<file path="src/rtl/key_event_decoder.sv">
// ============================================================================
// Module   : key_event_decoder
// Purpose  : Turns one debounced key level into single-cycle press, release,
//            click, long-press and (with KEY_EVENT_REPEAT_EN) auto-repeat
//            events, plus a registered "held" level.
// Revision : 1.0  initial release
// ============================================================================
`default_nettype none

module key_event_decoder #(
    parameter bit          ACTIVE_LOW    = 1'b1,
    parameter int unsigned LONG_CYCLES   = 50000000,
    parameter int unsigned REPEAT_CYCLES = 10000000,
    parameter int unsigned CNT_W         = 26
) (
    input  logic clock_50,
    input  logic reset_key,
    input  logic debounced,
    output logic press_pulse,
    output logic release_pulse,
    output logic click_pulse,
    output logic long_pulse,
    output logic repeat_pulse,
    output logic held
);

    localparam logic [1:0] c_WAIT_REL = 2'd0;
    localparam logic [1:0] c_IDLE     = 2'd1;
    localparam logic [1:0] c_HELD     = 2'd2;
    localparam logic [1:0] c_LONG     = 2'd3;

    // HELD counts from 0 on entry, so the long threshold is reached one
    // sample earlier than LONG_CYCLES-1 to land on the LONG_CYCLES-th sample.
    localparam logic [CNT_W-1:0] c_LONG_LAST = CNT_W'(LONG_CYCLES - 2);

    generate
        if (LONG_CYCLES < 2 || REPEAT_CYCLES < 1 ||
            CNT_W < $clog2(LONG_CYCLES) || CNT_W < $clog2(REPEAT_CYCLES)) begin : g_bad_params
            $error("key_event_decoder: illegal parameter combination");
        end
    endgenerate

    logic             w_pressed;
    logic [1:0]       state_q, state_d;
    logic [CNT_W-1:0] cnt_q, cnt_d;
    logic             press_q, press_d;
    logic             release_q, release_d;
    logic             click_q, click_d;
    logic             long_q, long_d;
    logic             held_q, held_d;

`ifdef KEY_EVENT_REPEAT_EN
    localparam logic [CNT_W-1:0] c_REP_LAST = CNT_W'(REPEAT_CYCLES - 1);
    logic repeat_q, repeat_d;
`endif

    assign w_pressed = debounced ^ ACTIVE_LOW;

    always_comb begin
        state_d   = state_q;
        cnt_d     = cnt_q;
        press_d   = 1'b0;
        release_d = 1'b0;
        click_d   = 1'b0;
        long_d    = 1'b0;
`ifdef KEY_EVENT_REPEAT_EN
        repeat_d  = 1'b0;
`endif
        case (state_q)
            c_WAIT_REL: begin
                if (!w_pressed) begin
                    state_d = c_IDLE;
                    cnt_d   = '0;
                end
            end
            c_IDLE: begin
                if (w_pressed) begin
                    state_d = c_HELD;
                    cnt_d   = '0;
                    press_d = 1'b1;
                end
            end
            c_HELD: begin
                // Release is tested first so it beats the long threshold.
                if (!w_pressed) begin
                    state_d   = c_IDLE;
                    cnt_d     = '0;
                    release_d = 1'b1;
                    click_d   = 1'b1;
                end else if (cnt_q == c_LONG_LAST) begin
                    state_d = c_LONG;
                    cnt_d   = '0;
                    long_d  = 1'b1;
                end else begin
                    cnt_d = cnt_q + 1'b1;
                end
            end
            default: begin
                if (!w_pressed) begin
                    state_d   = c_IDLE;
                    cnt_d     = '0;
                    release_d = 1'b1;
                end else begin
`ifdef KEY_EVENT_REPEAT_EN
                    if (cnt_q == c_REP_LAST) begin
                        cnt_d    = '0;
                        repeat_d = 1'b1;
                    end else begin
                        cnt_d = cnt_q + 1'b1;
                    end
`else
                    cnt_d = '0;
`endif
                end
            end
        endcase
        held_d = (state_d == c_HELD) || (state_d == c_LONG);
    end

    always_ff @(posedge clock_50 or posedge reset_key) begin
        if (reset_key) begin
            state_q   <= c_WAIT_REL;
            cnt_q     <= '0;
            press_q   <= 1'b0;
            release_q <= 1'b0;
            click_q   <= 1'b0;
            long_q    <= 1'b0;
            held_q    <= 1'b0;
        end else begin
            state_q   <= state_d;
            cnt_q     <= cnt_d;
            press_q   <= press_d;
            release_q <= release_d;
            click_q   <= click_d;
            long_q    <= long_d;
            held_q    <= held_d;
        end
    end

`ifdef KEY_EVENT_REPEAT_EN
    always_ff @(posedge clock_50 or posedge reset_key) begin
        if (reset_key) begin
            repeat_q <= 1'b0;
        end else begin
            repeat_q <= repeat_d;
        end
    end
    assign repeat_pulse = repeat_q;
`else
    assign repeat_pulse = 1'b0;
`endif

    assign press_pulse   = press_q;
    assign release_pulse = release_q;
    assign click_pulse   = click_q;
    assign long_pulse    = long_q;
    assign held          = held_q;

endmodule

`default_nettype wire

</file>
<file path="config.mk">
export PLATFORM = sky130hd
export DESIGN_NAME = key_event_decoder
export DESIGN_NICKNAME = d
export VERILOG_FILES = /design/src/rtl/key_event_decoder.sv
export SDC_FILE = /design/constraint.sdc
export NUM_CORES = 1
export LEC_CHECK = 0
export CAP_MARGIN = 10
export CORE_ASPECT_RATIO = 0.75
export CORE_MARGIN = 1.5
export CORE_UTILIZATION = 53
export CTS_BUF_LIST = sky130_fd_sc_hd__clkbuf_16
export DETAILED_ROUTE_END_ITERATION = 8
export PLACE_DENSITY = 0.74
export SYNTH_ARGS = -nofsm -noshare
export SYNTH_HDL_FRONTEND = slang
export SYNTH_SLANG_ARGS = --single-unit
</file>
<file path="constraint.sdc">
create_clock -name clock_50 -period 1.8 [get_ports clock_50]
set_input_delay 0.27 -clock clock_50 [delete_from_list [all_inputs] [get_ports clock_50]]
set_output_delay 0.27 -clock clock_50 [all_outputs]
set_load 0.005 [all_outputs]
</file>
==> flow_summary.yaml, run 1 <==
synthesis:
  seq_area_frac_synth_pct: 43.0
  ys_types: 43
  synth_enable_flop_cells: 0
  yosysTopAreaCellShare_pct: 43.0
  synthCells: 196
  yosys_register_bits: 32
  yosys_most_used_dff: "dfrtp_1"
  ys_top_cells_by_count: "dfrtp_1 (32), nor2_1 (20), inv_1 (13), nand2_1 (13), nand3_1 (12)"
  avgSynthCellArea_um2: 9.50
  synth_most_common_cell: "dfrtp_1"
  ys_warn_count: 0
  syn_nets: 204
  postSynth.asyncResetShare_pct: 100
  syn-cell-area_um2: 1860
  synth_area_leaders: "dfrtp_1 (43%), xnor2_1 (5.2%), nor2_1 (4.0%)"
  yosys.area.top_type: "dfrtp_1"
placement:
  dpl_cell_area_um2: 2210
  dp_slack_ns: -0.323
  dp_hpwl_um: 3180
  place_congestion: 0.863
  dpl.cell_count: 271
  port_buffers: 7
cts:
  htree_levels: 2
  clockBufferDepth: 2
  path_clk_slew_ns: 0.05
  cts_hold_buf: 0
  cts_tree: "built"
  cts_root_buf: "clkbuf_16"
  worstSkewPairLatency_ns: 0.28
  cts-buffers-inserted: 5
  cts_num_sinks: 32
floorplan:
  die_x_um: 71.4
  die_y_um: 54.3
  start_util_pct: 55.9
  ioPinCount: 9
  row_count: 18
  core_area_um2: 3330
  dieArea_um2: 3880
run_status:
  status: "complete, but fails checks"
  violations: "design-rule violations, negative setup slack"
global_routing:
  antenna_found_initial: 0
  grt_pass1_wl_um: 7530
  grtUsageTotal_pct: 26.0
  grt_pass1_vias: 1634
  grt_max_degree: 33
  grt-ovfl-total: 0
timing:
  hold_violations: 0
  skew_ns: 0.00431
  max_freq_mhz: 547
  post-route-period-util_pct: 102
  setup_viol_count_final: 6
  slew_viol_final: 0
  rsz0062_at_grt: "yes"
  post-route-min-period_ns: 1.83
  setup_slack_ns: -0.0292
critical_path:
  criticalPathCategory: "flop to flop"
  cpMostUsedCell: "buf_6"
  required_ns: 1.95
  crit_fanout: 8
  critPathLaunchType: "flop"
  path_cells: "nand4_1, nor4_4, a31oi_4, buf_6, buf_6, a21oi_2, o22ai_1"
  cpMaxStageDelayCell: "nor4_4"
  endpoint_kind: "flop"
  crit_arrival_ns: 1.98
  cpPeakStageDelay_ns: 0.42
finish:
  instances_no_fill: 283
  diodes: 0
  fin_nets: 250
  drive_gt1_share_pct: 36.2
  area_delta_synth_final_pct: 41.1
  fin_area_um2: 2630
pwr:
  power.leakage_nw: 1.13
  p_total_mw: 2.71
  ir_worst_vdd_uv: 787
  power_density_nw_per_um2: 1030
drt:
  routedWlPerCell_um: 19.2
  drt_iter0_markers: 139
  vias: 1784
  viasPerCell: 6.30
  drc_errors: 2
  routed_wl_um: 5430
  drtAntennaViolNets: 0
  drt-pass1-iter-count: 6
flow_run:
  drv_cap: 0
hold_path:
  hp-class: "primary input to asynchronous set/reset pin"
## worst max-delay path: cells and delay by family, from the launching register on
kind	cells	cell delay (ns)
and+or+nand+nor	2	0.67
DFF	1	0.39
AOI/OAI and AO/OA	3	0.35
buffers and inverters	2	0.29
## layout make-up
class                   count  area, µm²
repair buffers             48        417
inverters                  13       48.8
fillers                   190        706
well taps                  40       50.0
multi-input cells         142       1170
flip-flops and latches     32        801
clock buffers               5        125
clock inverters             3       11.3
## through the flow
stage               utilization, %  hold WS (ns)  setup TNS (ns)
floorplan                        -         0.386               0
global placement              66.4         0.462           -3.84
detailed placement            66.4         0.481           -5.00
CTS                           71.5         0.406          -0.160
global route                  78.8         0.430           -1.04
finish                        78.8         0.389         -0.0838
## cells by family (layout without fill, tap and decap cells)
logic type	count (synthesis)	after routing	synth area share [%]
AOI/OAI and AO/OA	33	33	11.7
xor gates and xnor gates	12	12	5.65
adders and majority gates	5	5	3.36
buffers and inverters	22	69	6.38
DFF	32	32	43.0
muxes	3	3	2.35
other	1	1	0.201
and+or+nand+nor	88	88	27.4
## where the power goes
| group | leakage [nW] | total, mW | internal [mW] | switching [mW] |
|---|---|---|---|---|
| Combinational | 0.618 | 1.13 | 0.518 | 0.616 |
| Clock | 0.0738 | 0.786 | 0.496 | 0.290 |
| Sequential | 0.443 | 0.788 | 0.766 | 0.0222 |
| Total | 1.13 | 2.71 | 1.78 | 0.928 |
## what timing repair did
item	in CTS	in global routing
setup endpoints to repair	19	27
buffers inserted	1	3
resized for setup	5	44
pin swaps	9	8
## cell usage in the layout (no fill, tap or decap), types with 2 or more instances in the layout
master,n
a22o_1,2
nand2_1,10
and4_2,3
inv_1,14
buf_12,2
o21ai_0,3
xnor2_1,11
nand2b_1,4
nand2_2,3
clkdlybuf4s50_1,6
a31oi_4,3
ha_2,3
nor2_1,19
and2_1,2
buf_6,3
o21ai_1,2
dfrtp_1,32
o22ai_1,3
nor3_2,5
nor4_4,5
nand3_1,11
a21oi_2,5
buf_4,36
and4_1,4
nand4_1,7
a21oi_1,2
and3_1,3
clkbuf_16,5
a31oi_1,6
nor3_4,2
a41oi_1,2
## path summary, 6_finish.rpt
| check | from | to | cells after the start | slack (ns) |
|---|---|---|---|---|
| max | cnt_q[22] | cnt_q[7] | 7 | -0.03 |
| min in group clock_50 | debounced | press_pulse | 3 | 0.47 |
| min reg2reg | cnt_q[6] | cnt_q[6] | 1 | 0.52 |
| max reg2reg | cnt_q[22] | cnt_q[7] | 7 | -0.03 |
| min | reset_key | cnt_q[14] | 3 | 0.39 |
| max in group asynchronous | reset_key | cnt_q[6] | 3 | 1.11 |
## per-layer routing
metal  vias to the layer above  GRT usage (%)  routed length (µm)
met4                         0           10.3                 168
met3                        20           5.71                 395
met2                        81           42.7                2560
met5                         -              0                   0
met1                       881           34.3                2310
li1                        802              -                   -
## state kept, by name, indices dropped and copies added (netlist names)
register       flops
click_pulse        1
cnt_q             26
held               1
long_pulse         1
press_pulse        1
release_pulse      1
state_q            1
Power figures use the tool's default switching activity.
==> inputs of run 2 (changes only) <==
--- a/config.mk
+++ b/config.mk
@@ -10,6 +10,7 @@
 export CORE_MARGIN = 1.5
 export CORE_UTILIZATION = 53
 export CTS_BUF_LIST = sky130_fd_sc_hd__clkbuf_16
+export CTS_CLUSTER_SIZE = 10
 export DETAILED_ROUTE_END_ITERATION = 8
 export PLACE_DENSITY = 0.74
 export SYNTH_ARGS = -nofsm -noshare
==> constraint.sdc (replaced) <==
create_clock -name clock_50 -period 1.8 [get_ports clock_50]
set_input_delay 0.27 -clock clock_50 [delete_from_list [all_inputs] [get_ports clock_50]]
set_output_delay 0.27 -clock clock_50 [all_outputs]
set_load 0.02 [all_outputs]
==> run 2 against run 1 <==
Against the previous run: the run still ends with design-rule violations, negative setup slack left; critical path type unchanged; largest cell class unchanged; fmax shrank 2.9%; via count is 0.56% higher; non-clock buffer count is 3 lower.
==> flow_summary.yaml, run 2 (same netlist as run 1, synthesis figures left out) <==
finish:
  multi_input_area_um2: 1180
  seqCellArea_um2: 802
  largest_register_ffs: 26
  instances_no_fill: 280
  fillers: 182
  final_common_cell: "buf_4"
  mostFrequentLayoutCells: "buf_4 (32), dfrtp_1 (31), inv_1 (12), nand3_1 (12), nand2_1 (12)"
  utilization_pct: 79.8
  area_delta_synth_final_pct: 42.9
  fin_nets: 247
  drive_gt1_share_pct: 37.1
  diodes: 0
  regMostFlops: "cnt_q"
cts:
  cts_num_sinks: 32
  clockBufferDepth: 2
  path_clk_slew_ns: 0.05
  cts_tree: "built"
  htree_levels: 2
  worstSkewPairLatency_ns: 0.28
  cts-buffers-inserted: 5
  cts_root_buf: "clkbuf_16"
timing:
  post-route-min-period_ns: 1.88
  setup_viol_count_final: 21
  hold_violations: 0
  fin_setup_tns_ns: -0.576
  slew_viol_final: 0
  rsz0062_at_grt: "yes"
  post-route-period-util_pct: 105
  skew_ns: 0.00586
  setup_slack_ns: -0.0842
  max_freq_mhz: 531
floorplan:
  dieArea_um2: 3880
  start_util_pct: 55.9
  core_area_um2: 3330
  die_y_um: 54.3
  row_count: 18
  die_x_um: 71.4
  ioPinCount: 9
critical_path:
  crit_fanout: 5
  startpoint: "cnt_q[8]"
  cpMaxStageDelayCell: "dfrtp_1"
  cpPeakStageDelay_ns: 0.42
  criticalPathCategory: "flop to flop"
  crit_arrival_ns: 2.04
  r2r_slack_ns: -0.08
  endpoint_kind: "flop"
  critPathLaunchType: "flop"
  r2r_start: "cnt_q[8]"
  reg2regPathDepth: 6
  path_cells: "buf_4, and4_1, nand4_4, nor4_1, xnor2_1, nor2_4"
  required_ns: 1.96
drt:
  drt_iter0_markers: 150
  drtAntennaViolNets: 0
  viasPerCell: 6.41
  drc_errors: 2
  routedWlPerCell_um: 19.6
  routed_wl_um: 5490
  vias: 1794
  drt-pass1-iter-count: 7
global_routing:
  antenna_found_initial: 0
  grtUsageTotal_pct: 26.6
  grt_pass1_vias: 1603
  grt.met1_usage_pct: 35.0
  grt_pass1_wl_um: 7710
  met3_usage_pct: 8.47
  grt-ovfl-total: 0
  use_met2_pct: 42.4
  grt-busiest-layer: "met2"
  grt_max_degree: 33
pwr:
  power.leakage_nw: 1.05
  ir_worst_vdd_uv: 762
  pwr-share-comb_pct: 43.3
  power_frac_clock_pct: 30.7
  p_int_mw: 1.99
  power.share.switching_pct: 35.1
  power.share.sequential_pct: 26.0
  power_density_nw_per_um2: 1150
  p_switching_mw: 1.07
placement:
  dpl.cell_count: 269
  dp_hpwl_um: 3100
  dp_slack_ns: -0.330
  port_buffers: 7
  place_congestion: 0.955
flow_run:
  drv_cap: 0
run_status:
  status: "complete, but fails checks"
  violations: "design-rule violations, negative setup slack"
hold_path:
  hp-class: "primary input to asynchronous set/reset pin"
==> run 2: area by class of cell <==
type | instances | area share (%)
inverters | 13 | 1.83
well taps | 40 | 1.88
clock inverters | 3 | 1.41
multi-input cells | 142 | 44.4
flip-flops and latches | 32 | 30.2
repair buffers | 45 | 15.6
clock buffers | 5 | 4.70
==> run 2: per-stage QoR <==
stage,instance area [µm²],hold WS [ns],power [mW]
6_report,2660,0.374,3.06
2_1_floorplan,1870,0.386,1.39
3_3_place_gp,2190,0.475,1.69
5_1_grt,2660,0.430,3.19
3_5_place_dp,2190,0.478,1.73
4_1_cts,2410,0.403,2.70
==> run 2: path summary, 6_finish.rpt <==
path / to
max: cnt_q[24]
min: cnt_q[21]
max reg2reg: cnt_q[24]
min reg2reg: cnt_q[25]
max in group asynchronous: held
min in group clock_50: cnt_q[25]
==> run 2: worst max-delay path, delay by kind of cell, from the launching register on <==
family                 cells  cell delay, ns
XOR/XNOR                   1            0.23
buffers and inverters      1            0.18
flip-flops                 1            0.42
AND/OR/NAND/NOR            4            0.93
==> run 2: what timing repair did <==
| action | 4_1_cts | 5_1_grt |
|---|---|---|
| hold buffers | 0 | 0 |
| endpoints found under the hold margin | 0 | 0 |
| setup buffers | 1 | 2 |
| pin swaps | 4 | 21 |
| setup endpoints to repair | 20 | 27 |
| gates cloned | 0 | 1 |
| gates resized for setup | 11 | 45 |
==> run 2: routing by layer <==
layer	share of wire, %	routed length [µm]	up-vias
met2	47	2560	98
met1	42	2320	882
met4	2.7	146	0
met3	8.4	459	21
met5	0	0	-
li1	-	-	793
==> run 2: power by group through the flow <==
| stage | combinational (mW) | clock (mW) | sequential, mW |
|---|---|---|---|
| floorplan | 0.540 | 0 | 0.846 |
| global placement | 0.888 | 0 | 0.799 |
| detailed placement | 0.922 | 0 | 0.803 |
| CTS | 0.967 | 0.942 | 0.791 |
| global route | 1.41 | 0.979 | 0.804 |
| finish | 1.33 | 0.942 | 0.797 |
